File: src/rtl/seal_log_fifo_pkg.sv
// Shared seal definitions: the 56-bit record layout, the log_status bit map
// and the drop-counter ceiling used by the seal stage and its log FIFO.
package seal_log_fifo_pkg;

  localparam int MONO_W = 32;
  localparam int SESS_W = 8;
  localparam int CRC_W  = 16;
  localparam int REC_W  = MONO_W + SESS_W + CRC_W;

  // Record fields, MSB first: mono[55:24], session[23:16], crc[15:0]
  localparam int REC_CRC_LSB  = 0;
  localparam int REC_SESS_LSB = CRC_W;
  localparam int REC_MONO_LSB = CRC_W + SESS_W;

  typedef struct packed {
    logic [MONO_W-1:0] mono;
    logic [SESS_W-1:0] session;
    logic [CRC_W-1:0]  crc;
  } seal_rec_t;

  // log_status map: drop_cnt[31:24], count[12:8], phase[3], overflow[2], full[1], empty[0]
  localparam int ST_EMPTY    = 0;
  localparam int ST_FULL     = 1;
  localparam int ST_OVF      = 2;
  localparam int ST_PHASE    = 3;
  localparam int ST_CNT_LSB  = 8;
  localparam int ST_DROP_LSB = 24;

  localparam logic [7:0] DROP_MAX = 8'd255;

  function automatic logic [31:0] pack_status(
    input logic [7:0] drop_cnt,
    input logic [4:0] count,
    input logic       phase,
    input logic       overflow,
    input logic       full,
    input logic       empty
  );
    logic [31:0] s;
    s = '0;
    s[ST_DROP_LSB +: 8] = drop_cnt;
    s[ST_CNT_LSB +: 5]  = count;
    s[ST_PHASE]         = phase;
    s[ST_OVF]           = overflow;
    s[ST_FULL]          = full;
    s[ST_EMPTY]         = empty;
    return s;
  endfunction

  function automatic logic [31:0] rec_word(input seal_rec_t rec, input logic phase);
    return phase ? {rec.session, 8'h00, rec.crc} : rec.mono;
  endfunction

endpackage

File: src/rtl/seal_log_fifo.sv
// Circular log of sealed commit records, read out by the host as two
// 32-bit words per record; overflowing commits are dropped and counted.
module seal_log_fifo
  import seal_log_fifo_pkg::*;
#(
  parameter int DEPTH = 4
) (
  input  logic              clk,
  input  logic              rst_n,
  input  logic              seal_done,
  input  logic [MONO_W-1:0] seal_mono,
  input  logic [SESS_W-1:0] seal_session,
  input  logic [CRC_W-1:0]  seal_crc,
  input  logic              log_rd,
  input  logic              log_clr,
  output logic [31:0]       log_data,
  output logic [31:0]       log_status
);

  localparam int PTR_W = (DEPTH > 1) ? $clog2(DEPTH) : 1;
  localparam int CNT_W = $clog2(DEPTH + 1);

  seal_rec_t        r_mem [DEPTH];
  logic [PTR_W-1:0] r_wr_ptr;
  logic [PTR_W-1:0] r_rd_ptr;
  logic [CNT_W-1:0] r_count;
  logic             r_phase;
  logic             r_overflow;
  logic [7:0]       r_drop_cnt;

  logic      w_empty;
  logic      w_full;
  logic      w_rd_ok;
  logic      w_pop;
  logic      w_push;
  logic      w_drop;
  seal_rec_t w_head;
  seal_rec_t w_new;

  assign w_empty = (r_count == '0);
  assign w_full  = (r_count == CNT_W'(DEPTH));
  assign w_rd_ok = log_rd && !w_empty;
  assign w_pop   = w_rd_ok && r_phase;
  // A same-cycle pop frees the slot, so a full buffer still accepts the push.
  assign w_push  = seal_done && (!w_full || w_pop);
  assign w_drop  = seal_done && !w_push;

  assign w_new = '{mono: seal_mono, session: seal_session, crc: seal_crc};

  always_ff @(posedge clk or negedge rst_n) begin
    if (!rst_n) begin
      r_wr_ptr   <= '0;
      r_rd_ptr   <= '0;
      r_count    <= '0;
      r_phase    <= 1'b0;
      r_overflow <= 1'b0;
      r_drop_cnt <= '0;
    end else if (log_clr) begin
      r_wr_ptr   <= '0;
      r_rd_ptr   <= '0;
      r_count    <= '0;
      r_phase    <= 1'b0;
      r_overflow <= 1'b0;
      r_drop_cnt <= '0;
    end else begin
      if (w_rd_ok) r_phase <= ~r_phase;
      if (w_pop) r_rd_ptr <= r_rd_ptr + 1'b1;
      if (w_push) r_wr_ptr <= r_wr_ptr + 1'b1;
      if (w_push && !w_pop) r_count <= r_count + 1'b1;
      else if (w_pop && !w_push) r_count <= r_count - 1'b1;
      if (w_drop) begin
        r_overflow <= 1'b1;
        if (r_drop_cnt != DROP_MAX) r_drop_cnt <= r_drop_cnt + 1'b1;
      end
    end
  end

  // Storage carries no reset; empty gates every read of it.
  always_ff @(posedge clk) begin
    if (w_push && !log_clr) r_mem[r_wr_ptr] <= w_new;
  end

  assign w_head   = r_mem[r_rd_ptr];
  assign log_data = w_empty ? 32'h0 : rec_word(w_head, r_phase);

  assign log_status = pack_status(r_drop_cnt, 5'(r_count), r_phase, r_overflow,
                                  w_full, w_empty);

endmodule

File: config.mk
export PLATFORM = sky130hd
export DESIGN_NAME = seal_log_fifo
export DESIGN_NICKNAME = d
export VERILOG_FILES = /design/src/rtl/seal_log_fifo_pkg.sv /design/src/rtl/seal_log_fifo.sv
export SDC_FILE = /design/constraint.sdc
export NUM_CORES = 1
export LEC_CHECK = 0
export ABC_CLOCK_PERIOD_IN_PS = 4180
export CORE_ASPECT_RATIO = 0.6
export CORE_UTILIZATION = 35
export CTS_BUF_LIST = sky130_fd_sc_hd__clkbuf_16
export DETAILED_ROUTE_END_ITERATION = 10
export GPL_TIMING_DRIVEN = 1
export SYNTH_ARGS = -nofsm -noshare
export SYNTH_HDL_FRONTEND = slang
export SYNTH_SLANG_ARGS = --single-unit
export TNS_END_PERCENT = 100
File: constraint.sdc
create_clock -name clk -period 4.18 [get_ports clk]
set_input_delay 0.836 -clock clk [delete_from_list [all_inputs] [get_ports clk]]
set_output_delay 0.836 -clock clk [all_outputs]
set_load 0.01 [all_outputs]
After elaboration in Yosys (flattened, before gate mapping)

Memory sizes are Yosys's and may differ from the RTL's.
Index checks and enable logic that the tools add are counted.

Flip-flop bits (word level): 17
Memory bits (writable): 224
Word-level logic and storage cells: 54
Memories: 1

Memory list:

| memory | depth | width | rd ports | clocked after memory_dff | wr ports | RTL line            | RTL |
|---|---|---|---|---|---|---|---|
| r_mem  | 4     | 56    | 1        | 0                        | 1        | seal_log_fifo.sv:23 | `seal_rec_t r_mem [DEPTH];` |

$add $sub $neg: 5
Eq/ne operators: 2
Multiplexer cells: 18
Bitwise logic cells: 1
Reduce and logical (&&, ||, !) cells: 21

Operators with widths:

| cell                  | number |
|---|---|
| $mux W32              | 2 |
| $mux W8               | 3 |
| $reduce_bool A2 Y1    | 5 |
| $mux W3               | 3 |
| $add A8 B1 Y8 const B | 1 |
| $mux W2               | 4 |
| $ne A8 B8 Y1 const B  | 1 |
| $logic_and A1 B1 Y1   | 7 |
| $mux W1               | 6 |
| $logic_not A1 Y1      | 5 |
| $add A2 B1 Y2 const B | 2 |
| $add A3 B1 Y3 const B | 1 |
| $eq A3 B3 Y1 const B  | 1 |
| $logic_not A3 Y1      | 1 |
| $reduce_bool A3 Y1    | 1 |
| $sub A3 B1 Y3 const B | 1 |
| $reduce_and A2 Y1     | 1 |
| $logic_or A1 B1 Y1    | 1 |
| $not A1 Y1            | 1 |

Longest topological paths before layout

Depth in word-level cells: 11
Depth in mapped cells: 9
Mapped depth without buffers: 7

Worst setup path after synthesis

Ideal clock, no wire load.

Path type: input to register
Start point: in log_rd
End point: mem r_mem[0][0] (netlist bit) (enable)
Data arrival time: 2.682 ns
Data required time: 3.760 ns
Setup slack: 1.078 ns
Stages on the path: 4
Cell sequence: nand2_1 -> a21bo_2 -> nor2_1 -> and2_1

Word-level cells in the longest chain between the ends: 7

RTL lines:

| what                          | RTL line            | RTL |
|---|---|---|
| start, declared               | seal_log_fifo.sv:14 | `input logic log_rd,` |
| $logic_and A1 B1 Y1           | seal_log_fifo.sv:42 | `assign w_rd_ok = log_rd && !w_empty;` |
| $logic_and A1 B1 Y1           | seal_log_fifo.sv:43 | `assign w_pop = w_rd_ok && r_phase;` |
| $logic_or A1 B1 Y1            | seal_log_fifo.sv:45 | `assign w_push = seal_done && (!w_full \|\| w_pop);` |
| $logic_and A1 B1 Y1           | seal_log_fifo.sv:45 |  |
| $logic_and A1 B1 Y1           | seal_log_fifo.sv:80 | `if (w_push && !log_clr) r_mem[r_wr_ptr] <= w_new;` |
| $mux W1                       | seal_log_fifo.sv:80 |  |
| $mux W1 (not written as such) | seal_log_fifo.sv:80 |  |
| end, declared                 | seal_log_fifo.sv:23 |  |

No other way between the ends.

Final worst setup path

Start point: reg r_rd_ptr[0]
End point: out log_data[5]

Word-level cells in the longest chain between the ends: 3

RTL lines:

| what                   | RTL line                | RTL |
|---|---|---|
| start, declared        | seal_log_fifo.sv:25     | `logic [PTR_W-1:0] r_rd_ptr;` |
| start signal, assigned | seal_log_fifo.sv:67     | `if (w_pop) r_rd_ptr <= r_rd_ptr + 1'b1;` |
| $mem_v2 Z4 W56         | n/a                     |  |
| $mux W32               | seal_log_fifo_pkg.sv:51 | `return phase ? {rec.session, 8'h00, rec.crc} : rec.mono;` |
| $mux W32               | seal_log_fifo.sv:84     | `assign log_data = w_empty ? 32'h0 : rec_word(w_head, r_phase);` |
| end, declared          | seal_log_fifo.sv:16     | `output logic [31:0] log_data,` |

No other way between the ends.

==> flow_metrics.py <==
metrics = {
    "timing": {
        "slew_violations": 0,
        "fmax_ghz": 0.261,
        "finalCriticalPeriod_ps": 3830,
        "setup_viol": 0,
        "rsz0062_at_grt": "false",
        "hold_violations": 0,
        "fin_crit_sh": 0.917,
        "skew_ps": 12.6,
        "slew_headroom": 0.426,
        "hold_slack_ps": 500,
        "fin_setup_tns_ps": 0,
        "tightest_slew_ps": 859,
    },
    "critical_path": {
        "crit_buf_inv": 2,
        "worst-setup-path-type": "reg -> out",
        "r2r-end": "r_mem[1][4]",
        "r2r_setup_slack_ps": 1670,
        "r2r_cells": 5,
        "slowest_stage": "dfrtp_4",
        "crit_fanout": 33,
        "crit_arrival_ps": 3000,
        "startpoint_type": "flop",
        "critPathTopFamily": "flip-flops",
        "cp_cell_sequence": "buf_4, mux4_2, mux2i_1, nor2_1, clkdlybuf4s50_1",
        "worst_r2r_startpoint": "r_phase",
        "critPathMaxStageDelay_ps": 870,
        "cp.required_ps": 3340,
        "critPathCaptureType": "output port",
    },
    "die": {
        "die_h_um": 131,
        "core_mm2": 0.0268,
        "dieArea_mm2": 0.0284,
        "num_rows": 46,
        "initial_core_util": 0.362,
        "pin_count": 125,
        "die_w_um": 217,
    },
    "route": {
        "wirelength_um": 19900,
        "vias": 4833,
        "wire_per_inst_um": 20.3,
        "drc": 0,
        "drt_first_iter_violations": 442,
        "first_pass_iters": 4,
        "viasPerCell": 4.92,
        "drtAntennaViolNets": 0,
    },
    "yosys": {
        "synth_area_mm2": 0.00971,
        "netlist_instances": 493,
        "synth.avg_cell_area_um2": 19.7,
        "synth_flop_cell": "edfxtp_1",
        "synth_cell_types": 44,
        "synth_seq_cells": 241,
        "async_flop_share": 0.0705,
        "yosysSeqAreaShare": 0.736,
        "synth_edf_count": 224,
        "yosys_warnings": 0,
    },
    "finish": {
        "final_cell_mix": "224 x edfxtp_1, 107 x clkdlybuf4s50_1, 56 x mux4_2",
        "final_cells": 983,
        "n_antenna_cell": 0,
        "final_common_cell": "edfxtp_1",
        "fillCellCount": 2310,
        "fin_nets": 675,
        "layout-drive-gt1-share": 0.194,
        "syn_to_final_growth_pct": 22.6,
    },
    "power": {
        "power_w": 0.00657,
        "power_leakage_nw": 3.79,
        "power_density_mw_per_mm2": 552,
        "max-vdd-ir-drop_v": 0.000337,
    },
    "clock_tree": {
        "clock_latency_ps": 510,
        "clock_sinks": 241,
        "clk_pin_slew_ps": 60,
        "cts_inserted_buffers": 23,
        "cts_tree": "done",
        "clockRootBuffer": "clkbuf_16",
        "cts_hold_buf": 0,
        "post_cts_buffers": 0,
        "postCtsResizedCells": 0,
        "cts_max_level": 1,
        "cts_buffer_depth": 3,
    },
    "place": {
        "place.gp.congestion": 0.737,
        "post-dp-hpwl_um": 12000,
        "numPortBuffers": 107,
        "place_inst": 943,
    },
    "status": {
        "outcome": "finished, final reports clean",
    },
    "global_route": {
        "grt_max_degree": 57,
        "grt_pass1_wl_um": 30100,
        "grt-ovfl-total": 0,
        "antenna_found_initial": 0,
        "grt_pass1_vias": 5104,
        "grt_usage": 0.142,
    },
    "worst_hold_path": {
        "whs_endpoint": "r_overflow",
        "worstHoldPathType": "reg -> reg",
        "min-delay-start": "r_overflow",
        "holdPathStages": 2,
    },
    "job": {
        "drv_cap": 0,
    },
}
tightest hold or removal path, stage by stage (launching register included):
cell	delay, ps
dfrtp_1	340
nor2_1	50
nor2_1	70
worst max-delay path by stage:
stage                 from          end  slack (ps)  cells past startpoint
2_1_floorplan       log_rd  r_mem[0][0]        1080                      4
3_3_place_gp   r_rd_ptr[0]  log_data[5]         840                      5
3_5_place_dp   r_rd_ptr[0]  log_data[5]         860                      5
4_1_cts        r_rd_ptr[0]  log_data[5]         310                      5
5_1_grt        r_rd_ptr[0]  log_data[5]         150                      5
6_report       r_rd_ptr[0]  log_data[5]         350                      5
logic make-up (layout without fill, tap and decap cells):
group | after synthesis | after routing | share of synthesized area
AOI/OAI and AO/OA | 20 | 20 | 0.0155
muxes | 86 | 86 | 0.162
adders and majority gates | 6 | 6 | 0.00850
and+or+nand+nor | 83 | 83 | 0.0429
xor gates and xnor gates | 5 | 5 | 0.00451
DFF | 241 | 241 | 0.736
other | 1 | 17 | 0.000386
buffers and inverters | 51 | 165 | 0.0305
layout make-up:
| cell class | instances | area (um^2) | share of cell area |
|---|---|---|---|
| clock buffer | 23 | 576 | 0.0483 |
| clock inverter | 17 | 134 | 0.0112 |
| inverter | 6 | 22.5 | 0.00189 |
| multi-input combinational | 217 | 2340 | 0.196 |
| sequential | 241 | 7160 | 0.601 |
| tap | 360 | 450 | 0.0378 |
| timing repair buffer | 119 | 1240 | 0.104 |
synthesized netlist by cell type (2+ instances only):
| cell | n | area share |
|---|---|---|
| nand2b_1 | 4 | 0.0026 |
| or2_2 | 2 | 0.0013 |
| buf_1 | 4 | 0.0015 |
| ha_1 | 5 | 0.0064 |
| buf_4 | 22 | 0.017 |
| nor2_1 | 40 | 0.015 |
| o21a_1 | 2 | 0.0015 |
| nand2_1 | 6 | 0.0023 |
| o211ai_1 | 2 | 0.0015 |
| a211oi_1 | 2 | 0.0015 |
| xnor2_1 | 4 | 0.0036 |
| edfxtp_1 | 224 | 0.69 |
| and4_1 | 2 | 0.0018 |
| mux2i_1 | 27 | 0.028 |
| nand3_1 | 3 | 0.0015 |
| a21oi_1 | 4 | 0.0021 |
| buf_2 | 6 | 0.0031 |
| nor2b_1 | 12 | 0.0077 |
| inv_1 | 6 | 0.0023 |
| mux2_2 | 2 | 0.0023 |
| clkbuf_1 | 11 | 0.0043 |
| nor3_1 | 3 | 0.0015 |
| and2_1 | 4 | 0.0026 |
| a21bo_2 | 2 | 0.0021 |
| o21ai_0 | 2 | 0.0010 |
| mux4_2 | 56 | 0.13 |
| buf_6 | 2 | 0.0023 |
| a31oi_1 | 2 | 0.0013 |
| dfrtp_1 | 17 | 0.044 |
power by group:
group | total, W | internal (W) | switching [W]
Sequential | 0.00298 | 0.00282 | 0.000154
Clock | 0.00198 | 0.00108 | 0.000900
Combinational | 0.00162 | 0.000843 | 0.000774
routing by layer:
| layer | share of wire | GRT usage | up-vias |
|---|---|---|---|
| li1 | - | - | 2146 |
| met1 | 0.45 | 0.200 | 2507 |
| met2 | 0.47 | 0.229 | 154 |
| met3 | 0.055 | 0.0280 | 26 |
| met4 | 0.019 | 0.0348 | 0 |
| met5 | 0 | 0 | - |
sequential cells by signal, indices dropped and copies added, names as in the netlist:
signal      flops
r_rd_ptr        2
r_phase         1
r_drop_cnt      8
r_overflow      1
r_mem         224
r_wr_ptr        2
r_count         3
through the flow:
step	instance area (um^2)	util	setup WS [ps]
floorplan	9770	-	1080
global placement	11200	0.418	839
detailed placement	11200	0.418	861
CTS	11900	0.444	308
global route	11900	0.444	146
finish	11900	0.444	349
(Power assumes the default switching activity.)
